File: config.mk
export PLATFORM = sky130hd
export DESIGN_NAME = encap_ekey_lookup_flat
export DESIGN_NICKNAME = d
export VERILOG_FILES = /design/src/rtl/encap_ekey_lookup_if.sv /design/src/rtl/encap_ekey_lookup.sv /design/src/flat_wrapper.sv
export SDC_FILE = /design/constraint.sdc
export NUM_CORES = 1
export LEC_CHECK = 0
export ABC_AREA = 0
export BUFFER_PORTS_ARGS = -buffer_cell sky130_fd_sc_hd__buf_2
export CAP_MARGIN = 20
export CELL_PAD_IN_SITES_DETAIL_PLACEMENT = 1
export CELL_PAD_IN_SITES_GLOBAL_PLACEMENT = 2
export CORE_AREA = 2 2 347 349
export CTS_BUF_LIST = sky130_fd_sc_hd__clkbuf_8
export DETAILED_ROUTE_END_ITERATION = 12
export DIE_AREA = 0 0 349 351
export GPL_ROUTABILITY_DRIVEN = 1
export PLACE_DENSITY = 0.62
export SYNTH_ARGS = -nofsm -noshare
export SYNTH_HDL_FRONTEND = slang
export SYNTH_SLANG_ARGS = --single-unit
File: constraint.sdc
create_clock -name clk -period 24 [get_ports clk]
set_clock_uncertainty 0.1 [all_clocks]
set_input_delay 3.6 -clock clk [delete_from_list [all_inputs] [get_ports clk]]
set_output_delay 3.6 -clock clk [all_outputs]
set_load 0.1 [all_outputs]
File: src/rtl/encap_ekey_lookup_if.sv
// Bundle of request, response, hash-table, value-memory and counter signals
// between the encap ekey lookup engine and its neighbours.
interface encap_ekey_lookup_if #(
  parameter int DEPTH_NBITS       = 10,
  parameter int KEY_NBITS         = 24,
  parameter int VALUE_DEPTH_NBITS = 10,
  parameter int VALUE_NBITS       = 288,
  parameter int TAG_NBITS         = 8,
  parameter int BUCKET_NBITS      = 2*(1+KEY_NBITS+VALUE_DEPTH_NBITS)
);
  logic                         req_valid;
  logic                         req_ready;
  logic [KEY_NBITS-1:0]         req_key;
  logic [DEPTH_NBITS-1:0]       req_hash0;
  logic [DEPTH_NBITS-1:0]       req_hash1;
  logic [TAG_NBITS-1:0]         req_tag;

  logic                         ekey_hash_table0_rd;
  logic [DEPTH_NBITS-1:0]       ekey_hash_table0_raddr;
  logic                         ekey_hash_table0_ack;
  logic [BUCKET_NBITS-1:0]      ekey_hash_table0_rdata;
  logic                         ekey_hash_table1_rd;
  logic [DEPTH_NBITS-1:0]       ekey_hash_table1_raddr;
  logic                         ekey_hash_table1_ack;
  logic [BUCKET_NBITS-1:0]      ekey_hash_table1_rdata;

  logic                         ekey_value_rd;
  logic [VALUE_DEPTH_NBITS-1:0] ekey_value_raddr;
  logic                         ekey_value_ack;
  logic [VALUE_NBITS-1:0]       ekey_value_rdata;

  logic                         resp_valid;
  logic                         resp_ready;
  logic                         resp_hit;
  logic [VALUE_NBITS-1:0]       resp_value;
  logic [TAG_NBITS-1:0]         resp_tag;

  logic [31:0]                  hit_cnt;
  logic [31:0]                  miss_cnt;

  // Environment side: issues lookups, serves memories, consumes responses
  modport master (
    output req_valid, req_key, req_hash0, req_hash1, req_tag,
    input  req_ready,
    input  ekey_hash_table0_rd, ekey_hash_table0_raddr,
    output ekey_hash_table0_ack, ekey_hash_table0_rdata,
    input  ekey_hash_table1_rd, ekey_hash_table1_raddr,
    output ekey_hash_table1_ack, ekey_hash_table1_rdata,
    input  ekey_value_rd, ekey_value_raddr,
    output ekey_value_ack, ekey_value_rdata,
    input  resp_valid, resp_hit, resp_value, resp_tag,
    output resp_ready,
    input  hit_cnt, miss_cnt
  );

  // Lookup engine side
  modport slave (
    input  req_valid, req_key, req_hash0, req_hash1, req_tag,
    output req_ready,
    output ekey_hash_table0_rd, ekey_hash_table0_raddr,
    input  ekey_hash_table0_ack, ekey_hash_table0_rdata,
    output ekey_hash_table1_rd, ekey_hash_table1_raddr,
    input  ekey_hash_table1_ack, ekey_hash_table1_rdata,
    output ekey_value_rd, ekey_value_raddr,
    input  ekey_value_ack, ekey_value_rdata,
    output resp_valid, resp_hit, resp_value, resp_tag,
    input  resp_ready,
    output hit_cnt, miss_cnt
  );
endinterface

File: src/rtl/encap_ekey_lookup.sv
// Encap ekey lookup engine: reads two hash-table buckets in parallel,
// matches four candidate entries against the key, fetches the value on a
// hit and returns value/hit/tag. Single lookup in flight.
module encap_ekey_lookup #(
  parameter int DEPTH_NBITS       = 10,
  parameter int KEY_NBITS         = 24,
  parameter int VALUE_DEPTH_NBITS = 10,
  parameter int VALUE_NBITS       = 288,
  parameter int TAG_NBITS         = 8,
  parameter int BUCKET_NBITS      = 2*(1+KEY_NBITS+VALUE_DEPTH_NBITS)
) (
  input logic               clk,
  input logic               rst,
  encap_ekey_lookup_if.slave bus
);
  localparam int ENTRY_NBITS = 1 + KEY_NBITS + VALUE_DEPTH_NBITS;

  localparam logic [2:0] S_IDLE     = 3'd0;
  localparam logic [2:0] S_HT_WAIT  = 3'd1;
  localparam logic [2:0] S_CMP      = 3'd2;
  localparam logic [2:0] S_VAL_WAIT = 3'd3;
  localparam logic [2:0] S_RESP     = 3'd4;

  logic [2:0]                   state;
  logic [KEY_NBITS-1:0]         key_q;
  logic [TAG_NBITS-1:0]         tag_q;
  logic [BUCKET_NBITS-1:0]      bucket0_q;
  logic [BUCKET_NBITS-1:0]      bucket1_q;
  logic                         done0;
  logic                         done1;
  logic                         req_ready_q;
  logic                         ht0_rd;
  logic                         ht1_rd;
  logic [DEPTH_NBITS-1:0]       ht0_addr;
  logic [DEPTH_NBITS-1:0]       ht1_addr;
  logic                         val_rd;
  logic [VALUE_DEPTH_NBITS-1:0] val_addr;
  logic                         resp_valid_q;
  logic                         resp_hit_q;
  logic [VALUE_NBITS-1:0]       resp_value_q;
  logic [TAG_NBITS-1:0]         resp_tag_q;
  logic [31:0]                  hit_cnt_q;
  logic [31:0]                  miss_cnt_q;

  // Candidate order is priority order: b0e0, b0e1, b1e0, b1e1
  logic [3:0][ENTRY_NBITS-1:0]  cand;
  logic [3:0]                   match;
  logic                         any_hit;
  logic [VALUE_DEPTH_NBITS-1:0] win_ptr;

  logic                         accept;
  logic                         both_done;
  logic                         resp_fire;

  assign cand      = {bucket1_q, bucket0_q};
  assign accept    = (state == S_IDLE) && req_ready_q && bus.req_valid;
  assign both_done = (done0 || bus.ekey_hash_table0_ack) &&
                     (done1 || bus.ekey_hash_table1_ack);
  assign resp_fire = (state == S_RESP) && resp_valid_q && bus.resp_ready;

  // Per-entry match: valid bit set and stored key equals the latched key
  always_comb begin
    for (int i = 0; i < 4; i++)
      match[i] = cand[i][ENTRY_NBITS-1] &&
                 (cand[i][ENTRY_NBITS-2 -: KEY_NBITS] == key_q);
  end

  // Priority select: lowest-index match wins (scan high to low, last write wins)
  always_comb begin
    win_ptr = '0;
    for (int i = 3; i >= 0; i--)
      if (match[i]) win_ptr = cand[i][VALUE_DEPTH_NBITS-1:0];
  end

  assign any_hit = |match;

  // Lookup FSM plus request latching, memory read pulses and response regs
  always_ff @(posedge clk or posedge rst) begin
    if (rst) begin
      state        <= S_IDLE;
      key_q        <= '0;
      tag_q        <= '0;
      bucket0_q    <= '0;
      bucket1_q    <= '0;
      done0        <= 1'b0;
      done1        <= 1'b0;
      req_ready_q  <= 1'b0;
      ht0_rd       <= 1'b0;
      ht1_rd       <= 1'b0;
      ht0_addr     <= '0;
      ht1_addr     <= '0;
      val_rd       <= 1'b0;
      val_addr     <= '0;
      resp_valid_q <= 1'b0;
      resp_hit_q   <= 1'b0;
      resp_value_q <= '0;
      resp_tag_q   <= '0;
    end else begin
      ht0_rd <= 1'b0;
      ht1_rd <= 1'b0;
      val_rd <= 1'b0;
      case (state)
        S_IDLE: begin
          if (accept) begin
            key_q       <= bus.req_key;
            tag_q       <= bus.req_tag;
            ht0_rd      <= 1'b1;
            ht1_rd      <= 1'b1;
            ht0_addr    <= bus.req_hash0;
            ht1_addr    <= bus.req_hash1;
            done0       <= 1'b0;
            done1       <= 1'b0;
            req_ready_q <= 1'b0;
            state       <= S_HT_WAIT;
          end else begin
            req_ready_q <= 1'b1;
          end
        end
        S_HT_WAIT: begin
          if (bus.ekey_hash_table0_ack) begin
            bucket0_q <= bus.ekey_hash_table0_rdata;
            done0     <= 1'b1;
          end
          if (bus.ekey_hash_table1_ack) begin
            bucket1_q <= bus.ekey_hash_table1_rdata;
            done1     <= 1'b1;
          end
          if (both_done) state <= S_CMP;
        end
        S_CMP: begin
          done0 <= 1'b0;
          done1 <= 1'b0;
          if (any_hit) begin
            val_rd   <= 1'b1;
            val_addr <= win_ptr;
            state    <= S_VAL_WAIT;
          end else begin
            resp_valid_q <= 1'b1;
            resp_hit_q   <= 1'b0;
            resp_value_q <= '0;
            resp_tag_q   <= tag_q;
            state        <= S_RESP;
          end
        end
        S_VAL_WAIT: begin
          if (bus.ekey_value_ack) begin
            resp_valid_q <= 1'b1;
            resp_hit_q   <= 1'b1;
            resp_value_q <= bus.ekey_value_rdata;
            resp_tag_q   <= tag_q;
            state        <= S_RESP;
          end
        end
        S_RESP: begin
          if (resp_fire) begin
            resp_valid_q <= 1'b0;
            req_ready_q  <= 1'b1;
            state        <= S_IDLE;
          end
        end
        default: state <= S_IDLE;
      endcase
    end
  end

  // Saturating hit/miss counters, stepped once per accepted response
  always_ff @(posedge clk or posedge rst) begin
    if (rst) begin
      hit_cnt_q  <= '0;
      miss_cnt_q <= '0;
    end else if (resp_fire) begin
      if (resp_hit_q) begin
        if (hit_cnt_q != 32'hFFFF_FFFF) hit_cnt_q <= hit_cnt_q + 32'd1;
      end else begin
        if (miss_cnt_q != 32'hFFFF_FFFF) miss_cnt_q <= miss_cnt_q + 32'd1;
      end
    end
  end

  assign bus.req_ready              = req_ready_q;
  assign bus.ekey_hash_table0_rd    = ht0_rd;
  assign bus.ekey_hash_table0_raddr = ht0_addr;
  assign bus.ekey_hash_table1_rd    = ht1_rd;
  assign bus.ekey_hash_table1_raddr = ht1_addr;
  assign bus.ekey_value_rd          = val_rd;
  assign bus.ekey_value_raddr       = val_addr;
  assign bus.resp_valid             = resp_valid_q;
  assign bus.resp_hit               = resp_hit_q;
  assign bus.resp_value             = resp_value_q;
  assign bus.resp_tag               = resp_tag_q;
  assign bus.hit_cnt                = hit_cnt_q;
  assign bus.miss_cnt               = miss_cnt_q;
endmodule

File: src/flat_wrapper.sv
// flat-port wrapper written by rule: the top's interface ports become plain ports
module encap_ekey_lookup_flat 
#(
  parameter int DEPTH_NBITS       = 10,
  parameter int KEY_NBITS         = 24,
  parameter int VALUE_DEPTH_NBITS = 10,
  parameter int VALUE_NBITS       = 288,
  parameter int TAG_NBITS         = 8,
  parameter int BUCKET_NBITS      = 2*(1+KEY_NBITS+VALUE_DEPTH_NBITS)
)
  (clk, rst, bus_req_valid, bus_req_key, bus_req_hash0, bus_req_hash1, bus_req_tag, bus_req_ready, bus_ekey_hash_table0_rd, bus_ekey_hash_table0_raddr, bus_ekey_hash_table0_ack, bus_ekey_hash_table0_rdata, bus_ekey_hash_table1_rd, bus_ekey_hash_table1_raddr, bus_ekey_hash_table1_ack, bus_ekey_hash_table1_rdata, bus_ekey_value_rd, bus_ekey_value_raddr, bus_ekey_value_ack, bus_ekey_value_rdata, bus_resp_valid, bus_resp_hit, bus_resp_value, bus_resp_tag, bus_resp_ready, bus_hit_cnt, bus_miss_cnt);
  encap_ekey_lookup_if #(.DEPTH_NBITS(DEPTH_NBITS), .KEY_NBITS(KEY_NBITS), .VALUE_DEPTH_NBITS(VALUE_DEPTH_NBITS), .VALUE_NBITS(VALUE_NBITS), .TAG_NBITS(TAG_NBITS), .BUCKET_NBITS(BUCKET_NBITS)) bus_i ();
  input logic clk;
  input logic rst;
  input wire logic [$bits(bus_i.req_valid)-1:0] bus_req_valid;
  input wire logic [$bits(bus_i.req_key)-1:0] bus_req_key;
  input wire logic [$bits(bus_i.req_hash0)-1:0] bus_req_hash0;
  input wire logic [$bits(bus_i.req_hash1)-1:0] bus_req_hash1;
  input wire logic [$bits(bus_i.req_tag)-1:0] bus_req_tag;
  output wire logic [$bits(bus_i.req_ready)-1:0] bus_req_ready;
  output wire logic [$bits(bus_i.ekey_hash_table0_rd)-1:0] bus_ekey_hash_table0_rd;
  output wire logic [$bits(bus_i.ekey_hash_table0_raddr)-1:0] bus_ekey_hash_table0_raddr;
  input wire logic [$bits(bus_i.ekey_hash_table0_ack)-1:0] bus_ekey_hash_table0_ack;
  input wire logic [$bits(bus_i.ekey_hash_table0_rdata)-1:0] bus_ekey_hash_table0_rdata;
  output wire logic [$bits(bus_i.ekey_hash_table1_rd)-1:0] bus_ekey_hash_table1_rd;
  output wire logic [$bits(bus_i.ekey_hash_table1_raddr)-1:0] bus_ekey_hash_table1_raddr;
  input wire logic [$bits(bus_i.ekey_hash_table1_ack)-1:0] bus_ekey_hash_table1_ack;
  input wire logic [$bits(bus_i.ekey_hash_table1_rdata)-1:0] bus_ekey_hash_table1_rdata;
  output wire logic [$bits(bus_i.ekey_value_rd)-1:0] bus_ekey_value_rd;
  output wire logic [$bits(bus_i.ekey_value_raddr)-1:0] bus_ekey_value_raddr;
  input wire logic [$bits(bus_i.ekey_value_ack)-1:0] bus_ekey_value_ack;
  input wire logic [$bits(bus_i.ekey_value_rdata)-1:0] bus_ekey_value_rdata;
  output wire logic [$bits(bus_i.resp_valid)-1:0] bus_resp_valid;
  output wire logic [$bits(bus_i.resp_hit)-1:0] bus_resp_hit;
  output wire logic [$bits(bus_i.resp_value)-1:0] bus_resp_value;
  output wire logic [$bits(bus_i.resp_tag)-1:0] bus_resp_tag;
  input wire logic [$bits(bus_i.resp_ready)-1:0] bus_resp_ready;
  output wire logic [$bits(bus_i.hit_cnt)-1:0] bus_hit_cnt;
  output wire logic [$bits(bus_i.miss_cnt)-1:0] bus_miss_cnt;
  assign bus_i.req_valid = bus_req_valid;
  assign bus_i.req_key = bus_req_key;
  assign bus_i.req_hash0 = bus_req_hash0;
  assign bus_i.req_hash1 = bus_req_hash1;
  assign bus_i.req_tag = bus_req_tag;
  assign bus_req_ready = bus_i.req_ready;
  assign bus_ekey_hash_table0_rd = bus_i.ekey_hash_table0_rd;
  assign bus_ekey_hash_table0_raddr = bus_i.ekey_hash_table0_raddr;
  assign bus_i.ekey_hash_table0_ack = bus_ekey_hash_table0_ack;
  assign bus_i.ekey_hash_table0_rdata = bus_ekey_hash_table0_rdata;
  assign bus_ekey_hash_table1_rd = bus_i.ekey_hash_table1_rd;
  assign bus_ekey_hash_table1_raddr = bus_i.ekey_hash_table1_raddr;
  assign bus_i.ekey_hash_table1_ack = bus_ekey_hash_table1_ack;
  assign bus_i.ekey_hash_table1_rdata = bus_ekey_hash_table1_rdata;
  assign bus_ekey_value_rd = bus_i.ekey_value_rd;
  assign bus_ekey_value_raddr = bus_i.ekey_value_raddr;
  assign bus_i.ekey_value_ack = bus_ekey_value_ack;
  assign bus_i.ekey_value_rdata = bus_ekey_value_rdata;
  assign bus_resp_valid = bus_i.resp_valid;
  assign bus_resp_hit = bus_i.resp_hit;
  assign bus_resp_value = bus_i.resp_value;
  assign bus_resp_tag = bus_i.resp_tag;
  assign bus_i.resp_ready = bus_resp_ready;
  assign bus_hit_cnt = bus_i.hit_cnt;
  assign bus_miss_cnt = bus_i.miss_cnt;
  encap_ekey_lookup #(.DEPTH_NBITS(DEPTH_NBITS), .KEY_NBITS(KEY_NBITS), .VALUE_DEPTH_NBITS(VALUE_DEPTH_NBITS), .VALUE_NBITS(VALUE_NBITS), .TAG_NBITS(TAG_NBITS), .BUCKET_NBITS(BUCKET_NBITS)) u_core (.clk(clk), .rst(rst), .bus(bus_i));
endmodule
[Word level (Yosys, flattened, before mapping)]
Cells that the tools add are included.
Word-level totals
  flip-flop bits (word level): 572
  input port bits: 487
  output and inout port bits: 396
  word-level logic and storage cells: 102
Cells by class
  add/subtract/negate cells: 2
  equal/unequal tests: 17
  mux-type cells: 34
  bitwise logic cells: 1
  reduce and logical (&&, ||, !) cells: 29
Operator list (count)
  $mux 288: 2
  $pmux 288 s2: 1
  $eq 24x24->1: 4
  $add 32x1->32 const B: 2
  $ne 32x32->1 const B: 2
  $mux 10: 4
  $mux 8: 2
  $pmux 8 s2: 1
  $mux 3: 5
  $pmux 3 s5: 1
  $reduce_and 3->1: 5
  $mux 1: 13
  $reduce_and 2->1: 5
  $logic_and 1x1->1: 9
  $pmux 1 s3: 3
  $ne 2x2->1 const B: 4
  $reduce_and 4->1: 2
  $eq 3x2->1 const B: 2
  $ne 2x1->1 const B: 3
  $reduce_bool 3->1: 2
  $pmux 1 s2: 2
  $reduce_bool 2->1: 2
  $reduce_or 4->1: 1
  $eq 3x1->1 const B: 1
  other kinds (4): 5

[Longest topological paths before layout]
  depth in word-level cells: 6
  depth in mapped cells: 10
  mapped depth without buffers: 6

[Least setup slack after synthesis]
OpenSTA, ideal clock, no wires.
  path type: input -> register
  start: input port bus_resp_ready
  end: register u_core.hit_cnt_q[3] (netlist: u_core.bus.hit_cnt[3])
  setup time: 0.160 ns
  arrival time: 5.152 ns
  data required time: 23.740 ns
  path slack: 18.588 ns
  stages on the path: 6
  path buffers: 1
  cells stage by stage: nand4_1 > or2_2 > a31oi_1 > clkbuf_1 > nand4_1 > xnor2_1
Between the ends
  longest elaborated chain between the ends: 2
Ends and longest elaborated chain
  start: declaration: RTL line flat_wrapper.sv:37  | input wire logic [$bits(bus_i.resp_ready)-1:0] bus_resp_ready;
  $logic_and 1x1->1: RTL line encap_ekey_lookup.sv:59  | assign resp_fire = (state == S_RESP) && resp_valid_q && bus.resp_ready;
  $reduce_and 3->1 (no source line)
  end signal: assignment: RTL line encap_ekey_lookup.sv:173  | if (hit_cnt_q != 32'hFFFF_FFFF) hit_cnt_q <= hit_cnt_q + 32'd1;
  end: declaration: RTL line encap_ekey_lookup.sv:42  | logic [31:0] hit_cnt_q;
No other way between the ends.
A chain may end at the register's enable or synchronous reset.

[Worst setup path in the final report]
  start: input port bus_ekey_value_ack
  end: register u_core.resp_value_q[38] (netlist: u_core.bus.resp_value[38])
Between the ends
  longest elaborated chain between the ends: 2
Ends and longest elaborated chain
  start: declaration: RTL line flat_wrapper.sv:31  | input wire logic [$bits(bus_i.ekey_value_ack)-1:0] bus_ekey_value_ack;
  $ne 2x2->1 (no source line)
  $reduce_and 3->1 (no source line)
  end signal: assignment: RTL line encap_ekey_lookup.sv:149  | resp_value_q <= bus.ekey_value_rdata;
  end: declaration: RTL line encap_ekey_lookup.sv:40  | logic [VALUE_NBITS-1:0] resp_value_q;
No other way between the ends.

==> run_results.csv <==
group,metric,value,unit
status,outcome,"finished clean",
clock_tree,clock_tree.root_cell,"clkbuf_8",
routing,drt-initial-drc-count,1267,
cells_and_area,most_common_library_cell_in_the_layout_ignoring_fill_and_taps,"buf_2",
clock_tree,cts_inserted_buffers,110,
critical_path,cp_cell_sequence,"buf_2 > nand2_4 > nor2_4 > buf_4 > buf_4 > buf_4 > a22oi_1 > o21ai_0",
die,top_level_ports,883,
clock_tree,post_cts_resize_count,0,
global_route,grt_antenna_before_repair,45,
cells_and_area,final_cell_mix,"buf_2 (882), dfrtp_1 (572), nand2_1 (342)",
die,die-area,122500,um2
yosys,syn_nets,2918,
yosys,synthesis.area,26450,um2
critical_path,cp_common_cell,"buf_4",
yosys,ys_ff_latch,572,
clock_tree,cts_hold_buffers,0,
sta,max_freq,147.6,MHz
yosys,mean_cell_area_of_the_mapped_netlist,10.89,um2
clock_tree,post-cts-setup-buffer-count,0,
placement,buffer_ports.inserted,882,
clock_tree,number_of_clock_sinks,572,
sta,layout_min_cycle_time,6.777,ns
yosys,synth-main-ff-cell,"dfrtp_1",
sta,drv_slew,0,
routing,firstDrtPassIters,5,
yosys,synth.distinct_cells,55,
die,core_area,119000,um2
critical_path,worstPathRequired,24.57,ns
cells_and_area,post_route_cells_drive_above_1_share,0.4161,
cells_and_area,area.growth.synth_to_final,30.61,%
clock_tree,cts_tree,"done",
yosys,postSynthCellCount,2429,
global_route,gr-total-overflow,0,
sta,setup_tns,0,ns
sta,timing.max_slew.rel_slack,0.2938,
global_route,grt_util_all_layers,0.1800,
clock_tree,cts_h_tree_lvls,3,
critical_path,path_class,"input pin to flip-flop",
die,floorplan.rows,127,
yosys,yosysWarnings,0,
placement,globalplace.congestion,0.7860,
routing,vias_per_cell,4.713,
hold_path,timing.hold.worst.class,"flip-flop to flip-flop",
sta,report.final.hold_viol_count,0,
routing,wl_per_cell,23.38,um
clock_tree,clock_path_buffers,3,
sta,tightestPinTransition,1.059,ns
cells_and_area,design.final.nets,3739,
yosys,synth-edff-count,0,
routing,dr_total_vias,23100,
yosys,synth_sequential_area_ratio,0.5411,
global_route,first_global_vias,24110,
routing,drt-total-wl,114.6,mm
critical_path,critical-path-max-stage-delay,0.81,ns
yosys,postSynth.asyncResetShare,1.000,
routing,route.detailed.drc,0,
die,die_w,349,um
die,initial_utilization,0.2223,
sta,final.period_utilization,0.2824,
job,timing.max_cap.violations,0,
global_route,pin_count_of_the_biggest_net_entering_global_routing,169,
sta,finalSetupViolCount,0,
critical_path,timing.critical_path.to_type,"flip-flop",
critical_path,crit_path_top_delay_cell,"buf_4",
critical_path,cp-start-kind,"input pin",
placement,post-dp-hpwl,82.90,mm
clock_tree,cts.reportedPaths.clkPinSlew,0.06,ns
sta,rsz0062_at_grt,"no",
critical_path,critPathMaxFanout,80,
clock_tree,clk-insertion-delay-late,0.77,ns
routing,postRouteAntennaNets,0,
die,die_height,351,um
critical_path,worst_ep_arrival_time,7.35,ns
global_route,grt_pass1_wl,165.8,mm
-- critical path, delay by kind of cell --
| kind | cells | cell delay (ns) |
|---|---|---|
| and+or+nand+nor | 2 | 0.67 |
| buffers and inverters | 4 | 2.52 |
| AOI/OAI and AO/OA | 2 | 0.30 |
-- cell type report --
| type | instances | area, um2 |
|---|---|---|
| Antenna cell | 21 | 52.55 |
| Inverter | 22 | 90.09 |
| Timing Repair Buffer | 917 | 4727 |
| Fill cell | 13730 | 84470 |
| Tap cell | 1548 | 1937 |
| Clock inverter | 59 | 365.4 |
| Multi-Input combinational cell | 1627 | 11220 |
| Sequential cell | 572 | 14310 |
| Clock buffer | 134 | 1844 |
-- logic make-up after synthesis --
group,synth area share
AO/OA/AOI/OAI,0.1789
AND/OR/NAND/NOR,0.1082
flip-flops,0.5411
buffers and inverters,0.03675
multiplexers,0.08215
XOR/XNOR,0.05198
adder cells (fa/ha/maj),0.0009458
-- state kept, by name, summed over array words and instances (netlist names), 3 cells and up --
signal / count
u_core.bucket0_q: 70
u_core.bucket1_q: 70
u_core.bus.ekey_hash_table0_raddr: 10
u_core.bus.ekey_hash_table1_raddr: 10
u_core.bus.ekey_value_raddr: 10
u_core.bus.hit_cnt: 32
u_core.bus.miss_cnt: 32
u_core.bus.resp_tag: 8
u_core.bus.resp_value: 288
u_core.key_q: 24
u_core.state: 3
u_core.tag_q: 8
-- per-stage QoR --
stage | util | hold WS, ns | worst slack, ns | instance area (um2) | instances
after floorplan | - | 0.3804 | 4.299 | 26450 | 2429
after global placement | 0.2712 | 0.3775 | 16.50 | 32280 | 4685
after detailed placement | 0.2712 | 0.3898 | 16.43 | 32280 | 4685
after CTS | 0.2898 | 0.4004 | 17.32 | 34490 | 4878
after global routing | 0.2901 | 0.4124 | 17.02 | 34530 | 4892
final | 0.2903 | 0.3932 | 17.22 | 34550 | 4900
-- cell usage after synthesis (10+ instances only) --
master     count  area share
a311o_1       11      0.0042
a22oi_1      288       0.082
nand4_1       45       0.011
o21ai_2      100       0.033
mux2_2       193       0.082
a311oi_1      10      0.0033
nand2_1      343       0.049
buf_6         13      0.0055
and3_1        24      0.0057
clkbuf_1     182       0.026
o22ai_1       22      0.0052
xnor2_1       47       0.016
xor2_1       110       0.036
o21ai_0      194       0.037
nor2_1        32      0.0045
nand3_1       38      0.0072
dfrtp_1      572        0.54
inv_1         21      0.0030
a2111oi_0     10      0.0033
nor4_1        46       0.011
nor3_1        27      0.0051
and4_1        12      0.0040
-- path summary, 6_finish.rpt --
kind                                                     from                                          endpoint  slack (ns)  depth (start not counted)
max                                        bus_ekey_value_ack             u_core.bus.resp_value[38]$_DFFE_PP0P_       17.22                          8
min                        u_core.bus.miss_cnt[9]$_DFFE_PP0P_                u_core.bus.miss_cnt[9]$_DFFE_PP0P_        0.39                          1
max reg2reg                       u_core.state[2]$_DFFE_PP0P_             u_core.bus.resp_value[38]$_DFFE_PP0P_       19.24                          7
min reg2reg                u_core.bus.miss_cnt[9]$_DFFE_PP0P_                u_core.bus.miss_cnt[9]$_DFFE_PP0P_        0.39                          1
max in group asynchronous                                 rst              u_core.bus.resp_value[8]$_DFFE_PP0P_       17.68                          5
min in group asynchronous                                 rst  u_core.bus.ekey_hash_table0_raddr[2]$_DFFE_PP0P_        2.83                          2
-- layer usage --
| metal | up-vias | part of all wire | GRT usage |
|---|---|---|---|
| met1 | 11530 | 0.40 | 0.2163 |
| met3 | 216 | 0.075 | 0.05325 |
| met5 | - | 0.0025 | 0 |
| met2 | 789 | 0.49 | 0.3005 |
| li1 | 10520 | - | - |
| met4 | 44 | 0.034 | 0.07345 |
Power is not shown: default switching activity piles up to over one toggle a cycle in this logic, so the estimate is an artifact.
